==> config.mk <==
export PLATFORM = sky130hd
export DESIGN_NAME = vx_issue_sched
export DESIGN_NICKNAME = d
export VERILOG_FILES = /design/src/rtl/vx_issue_sched.sv
export SDC_FILE = /design/constraint.sdc
export NUM_CORES = 1
export LEC_CHECK = 0
export BUFFER_PORTS_ARGS = -buffer_cell sky130_fd_sc_hd__buf_2
export CAP_MARGIN = 25
export CORE_MARGIN = 2
export CORE_UTILIZATION = 30
export CTS_CLUSTER_SIZE = 25
export DETAILED_ROUTE_END_ITERATION = 8
export PLACE_DENSITY = 0.55
export SKIP_LAST_GASP = 1
export SYNTH_ARGS = -nofsm -noshare
export SYNTH_HDL_FRONTEND = slang
export SYNTH_SLANG_ARGS = --single-unit
export TNS_END_PERCENT = 1
==> constraint.sdc <==
create_clock -name clk -period 3.5 [get_ports clk]
set_input_delay 0.7 -clock clk [delete_from_list [all_inputs] [get_ports clk]]
set_output_delay 0.7 -clock clk [all_outputs]
set_load 0.005 [all_outputs]
==> src/rtl/vx_issue_sched.sv <==
// Round-robin warp issue scheduler: picks one eligible warp per load, pops its
// ibuffer head and holds the warp ID in a registered slot until dispatch takes it.
module vx_issue_sched #(
  parameter int NUM_WARPS     = 4,
  parameter int WID_BITS      = $clog2(NUM_WARPS),
  parameter int STALL_TIMEOUT = 100000,
  parameter int PERF_CTR_BITS = 44
) (
  input  logic                     clk,
  input  logic                     reset_n,
  input  logic [NUM_WARPS-1:0]     warp_valid,
  input  logic [NUM_WARPS-1:0]     warp_sb_ready,
  input  logic [NUM_WARPS-1:0]     warp_mask,
  output logic [NUM_WARPS-1:0]     warp_ready,
  output logic                     issue_valid,
  output logic [WID_BITS-1:0]      issue_wid,
  input  logic                     issue_ready,
  output logic                     timeout,
  output logic [PERF_CTR_BITS-1:0] perf_scb_stalls,
  output logic [PERF_CTR_BITS-1:0] perf_disp_stalls
);

  localparam int TO_BITS = $clog2(STALL_TIMEOUT + 1);
  localparam logic [TO_BITS-1:0] TO_MAX = TO_BITS'(STALL_TIMEOUT);

  // Handshake: the slot transfers on any edge with issue_valid & issue_ready;
  // while issue_valid & ~issue_ready the slot and rr_ptr are frozen. A warp's
  // head is popped (warp_ready) only in a cycle where the slot loads it.

  logic [NUM_WARPS-1:0] eligible;
  logic                 any_eligible;
  logic                 load;
  logic                 pop;
  logic [WID_BITS-1:0]  rr_ptr;
  logic [WID_BITS-1:0]  pick;
  logic [WID_BITS-1:0]  scan_idx;
  logic                 scan_found;
  logic [TO_BITS-1:0]   stall_ctr;
  logic [TO_BITS-1:0]   stall_ctr_next;
  logic                 scb_stall;
  logic                 disp_stall;

  assign eligible     = warp_valid & warp_sb_ready & ~warp_mask;
  assign any_eligible = |eligible;
  assign load         = ~issue_valid | issue_ready;
  assign pop          = load & any_eligible & reset_n;

  // First eligible warp at or after rr_ptr, wrapping through the warp ID width.
  always_comb begin
    pick       = rr_ptr;
    scan_idx   = '0;
    scan_found = 1'b0;
    for (int i = 0; i < NUM_WARPS; i++) begin
      scan_idx = rr_ptr + WID_BITS'(i);
      if (!scan_found && eligible[scan_idx]) begin
        pick       = scan_idx;
        scan_found = 1'b1;
      end
    end
  end

  always_comb begin
    warp_ready = '0;
    if (pop) begin
      warp_ready[pick] = 1'b1;
    end
  end

  always_comb begin
    stall_ctr_next = stall_ctr;
    if (|warp_ready) begin
      stall_ctr_next = '0;
    end else if (|warp_valid && stall_ctr != TO_MAX) begin
      stall_ctr_next = stall_ctr + TO_BITS'(1);
    end
  end

  // Blocked by the scoreboard only counts when the slot could have loaded.
  assign scb_stall  = load & |(warp_valid & ~warp_mask) & ~any_eligible;
  assign disp_stall = issue_valid & ~issue_ready;

  always_ff @(posedge clk or negedge reset_n) begin
    if (!reset_n) begin
      issue_valid      <= 1'b0;
      issue_wid        <= '0;
      rr_ptr           <= '0;
      stall_ctr        <= '0;
      timeout          <= 1'b0;
      perf_scb_stalls  <= '0;
      perf_disp_stalls <= '0;
    end else begin
      if (load) begin
        issue_valid <= any_eligible;
        if (any_eligible) begin
          issue_wid <= pick;
          rr_ptr    <= pick + WID_BITS'(1);
        end
      end
      stall_ctr <= stall_ctr_next;
      timeout   <= (stall_ctr_next == TO_MAX);
      if (scb_stall) begin
        perf_scb_stalls <= perf_scb_stalls + PERF_CTR_BITS'(1);
      end
      if (disp_stall) begin
        perf_disp_stalls <= perf_disp_stalls + PERF_CTR_BITS'(1);
      end
    end
  end

endmodule

==> results_dict.tcl <==
set metrics [dict create \
    status "finished clean" \
    cts_tree "yes" \
    async_flop_share_pct 100 \
    wirelength_um 13000 \
    place_congestion 0.836 \
    endpoint_kind "primary output" \
    final_common_cell "dfrtp_1" \
    track_usage_pct 13.7 \
    rsz0062_at_grt "no" \
    crit_path_max_fanout 6 \
    cts-buffers-inserted 9 \
    die_x_um 140 \
    initial_utilization_pct 30.7 \
    cts_sinks 111 \
    ys_warn_count 0 \
    finalCriticalPeriod_ns 3.12 \
    fmax_mhz 321 \
    setup_violations 0 \
    hold_violations 0 \
    dp_hpwl_um 9630 \
    wl_per_cell_um 14.7 \
    antenna_found_initial 0 \
    postSynthCellCount 529 \
    crit_path_top_delay_cell "a221oi_1" \
    finalNetCount 669 \
    crit_path_end "warp_ready[0]" \
    reg2regPathDepth 10 \
    grt_pass1_wl_um 21900 \
    slowest_delay_ns 0.48 \
    postRouteAntennaNets 0 \
    cp.arrival_ns 2.42 \
    utilization_pct 37.0 \
    final.setup_skew_ns 0.0109 \
    maxCapViolCount 0 \
    hold_path_class "in -> async" \
    drive_above_1_share_pct 23.2 \
    yosysTopAreaCell "dfrtp_1" \
    yosysSeqAreaShare_pct 50.2 \
    die_area_um2 19600 \
    rr_startpoint "rr_ptr[1]$_DFFE_PN0N_" \
    diodes 0 \
    placed_cells 864 \
    worstMarginPinSlew_ns 0.889 \
    crit_top_cell "buf_2" \
    powerDensity_nw_per_um2 466 \
    synth-seq-cells 111 \
    dr.first_iter.drc_count 223 \
    port_buffers 110 \
    slew-limit-headroom_pct 40.2 \
    synthTopCellsByArea "dfrtp_1, xnor2_1, xor2_1" \
    nFillCells 1789 \
    clockBufferDepth 2 \
    crit_type "in -> out" \
    netlist_area_um2 5540 \
    grt_pass1_vias 4264 \
    syn_nets 552 \
    grt_max_degree 55 \
    finalCritPeriodShare_pct 89.1 \
    clock_latency_ns 0.36 \
    drc 0 \
    syn2layout_area_growth_pct 20.4 \
    ir_drop_mv 0.246 \
    synth-edff-count 0 \
    cts.repair.resized 0 \
    cp-start-kind "primary input" \
    via_per_inst 4.80 \
    syn_avg_cell_area_um2 10.5 \
    die_h_um 140 \
    crit_chain "buf_2, nand3b_1, a21oi_1, o21bai_1, a221oi_1, inv_1, ha_1, and3_1, buf_2" \
    synth_cell_types 54 \
    ios 111 \
    first_pass_iters 4 \
    stdcell_count 880 \
    grt.overflow.total 0 \
    root_buffer "clkbuf_16" \
    ff2ff_setup_slack_ns 0.67 \
    path_clk_slew_ns 0.08 \
    startpoint "warp_valid[0]" \
    htreeDepth 3 \
    synth_top_area_share_pct 50.2 \
    setup_tns_ns 0 \
    postCtsHoldBufs 0 \
    layout_common_cells "dfrtp_1, buf_2, nand2_1" \
    synth_flop_cell "dfrtp_1" \
    core_region_area_um2 18000 \
    cts_setup_buffers 0 \
    dr_total_vias 4224 \
    r2r-end "timeout$_DFF_PN0_" \
    cp.required_ns 2.80 \
    num_rows 49 \
    leakagePower_nw 3.37 \
    slew_violations 0 \
]
critical path, delay by kind of cell:
family | cells | cell delay, ns
adders and majority gates | 1 | 0.23
and+or+nand+nor | 2 | 0.35
AOI/OAI and AO/OA | 3 | 0.73
buffers and inverters | 3 | 0.39
per-layer routing:
| metal | GRT usage [%] | share of wire, % | vias to the layer above |
|---|---|---|---|
| li1 | - | - | 2055 |
| met1 | 18.6 | 48 | 2075 |
| met2 | 22.1 | 47 | 81 |
| met3 | 2.58 | 3.8 | 13 |
| met4 | 4.42 | 1.4 | 0 |
| met5 | 0 | 0 | - |
cell type report:
| type | count | area (µm²) | share of cell area (%) |
|---|---|---|---|
| clock buffers | 10 | 239 | 3.58 |
| clock inverters | 6 | 57.6 | 0.863 |
| inverters | 15 | 56.3 | 0.844 |
| multi-input cells | 395 | 2670 | 40.0 |
| flip-flops and latches | 111 | 2780 | 41.7 |
| well taps | 229 | 287 | 4.30 |
| repair buffers | 114 | 583 | 8.74 |
cell usage after synthesis (3+ instances only):
cell type	number
dfrtp_1	111
nand2_1	59
nor2_1	58
xnor2_1	56
xor2_1	46
nand3_1	29
and3_1	23
nand4_1	20
inv_1	15
and4_1	11
ha_1	8
nor2b_1	7
o21ai_0	7
nor3_1	6
nor3_2	6
buf_2	5
nand3b_1	5
nand2b_1	4
and2_1	3
clkbuf_1	3
mux2i_1	3
nor4_4	3
how the worst min path moves through the flow:
stage	startpoint	end	slack [ns]	depth (start not counted)
6_report	reset_n	perf_disp_stalls[14]$_DFFE_PN0P_	0.24	1
5_1_grt	reset_n	perf_disp_stalls[20]$_DFFE_PN0P_	0.25	1
4_1_cts	reset_n	perf_disp_stalls[21]$_DFFE_PN0P_	0.24	1
3_5_place_dp	perf_disp_stalls[43]$_DFFE_PN0P_	perf_disp_stalls[43]$_DFFE_PN0P_	0.46	1
3_3_place_gp	perf_disp_stalls[43]$_DFFE_PN0P_	perf_disp_stalls[43]$_DFFE_PN0P_	0.45	1
2_1_floorplan	reset_n	issue_valid$_DFFE_PN0N_	0.40	0
cells by family (layout without fill, tap and decap cells):
logic type / count (synthesis) / in the layout / synth area share, %
simple gates: 254 / 254 / 25.9
flops: 111 / 111 / 50.2
xor+xnor: 102 / 102 / 16.1
compound gates: 27 / 27 / 3.55
buf+inv: 23 / 145 / 1.67
fa+ha+maj: 8 / 8 / 1.81
mux: 4 / 4 / 0.746
registers in the layout, summed over array words and instances, names as in the netlist:
name	flops
perf_disp_stalls	44
perf_scb_stalls	44
stall_ctr	17
issue_wid	2
rr_ptr	2
issue_valid	1
timeout	1
stage by stage:
step           area (µm²)  setup WS, ns  total power, mW  hold WS [ns]
6_report             6670         0.383             3.11         0.241
5_1_grt              6670         0.187             3.30         0.250
4_1_cts              6670         0.364             3.16         0.242
3_5_place_dp         6370       0.00568             2.10         0.456
3_3_place_gp         6370         0.197             2.07         0.451
2_1_floorplan        5540         0.443             1.86         0.404
report_power, final:
group / internal [mW] / leakage (nW) / switching [mW] / total (mW)
Sequential: 1.40 / 1.49 / 0.149 / 1.55
Clock: 0.523 / 0.148 / 0.516 / 1.04
Combinational: 0.244 / 1.73 / 0.278 / 0.521
(Power assumes the default switching activity.)
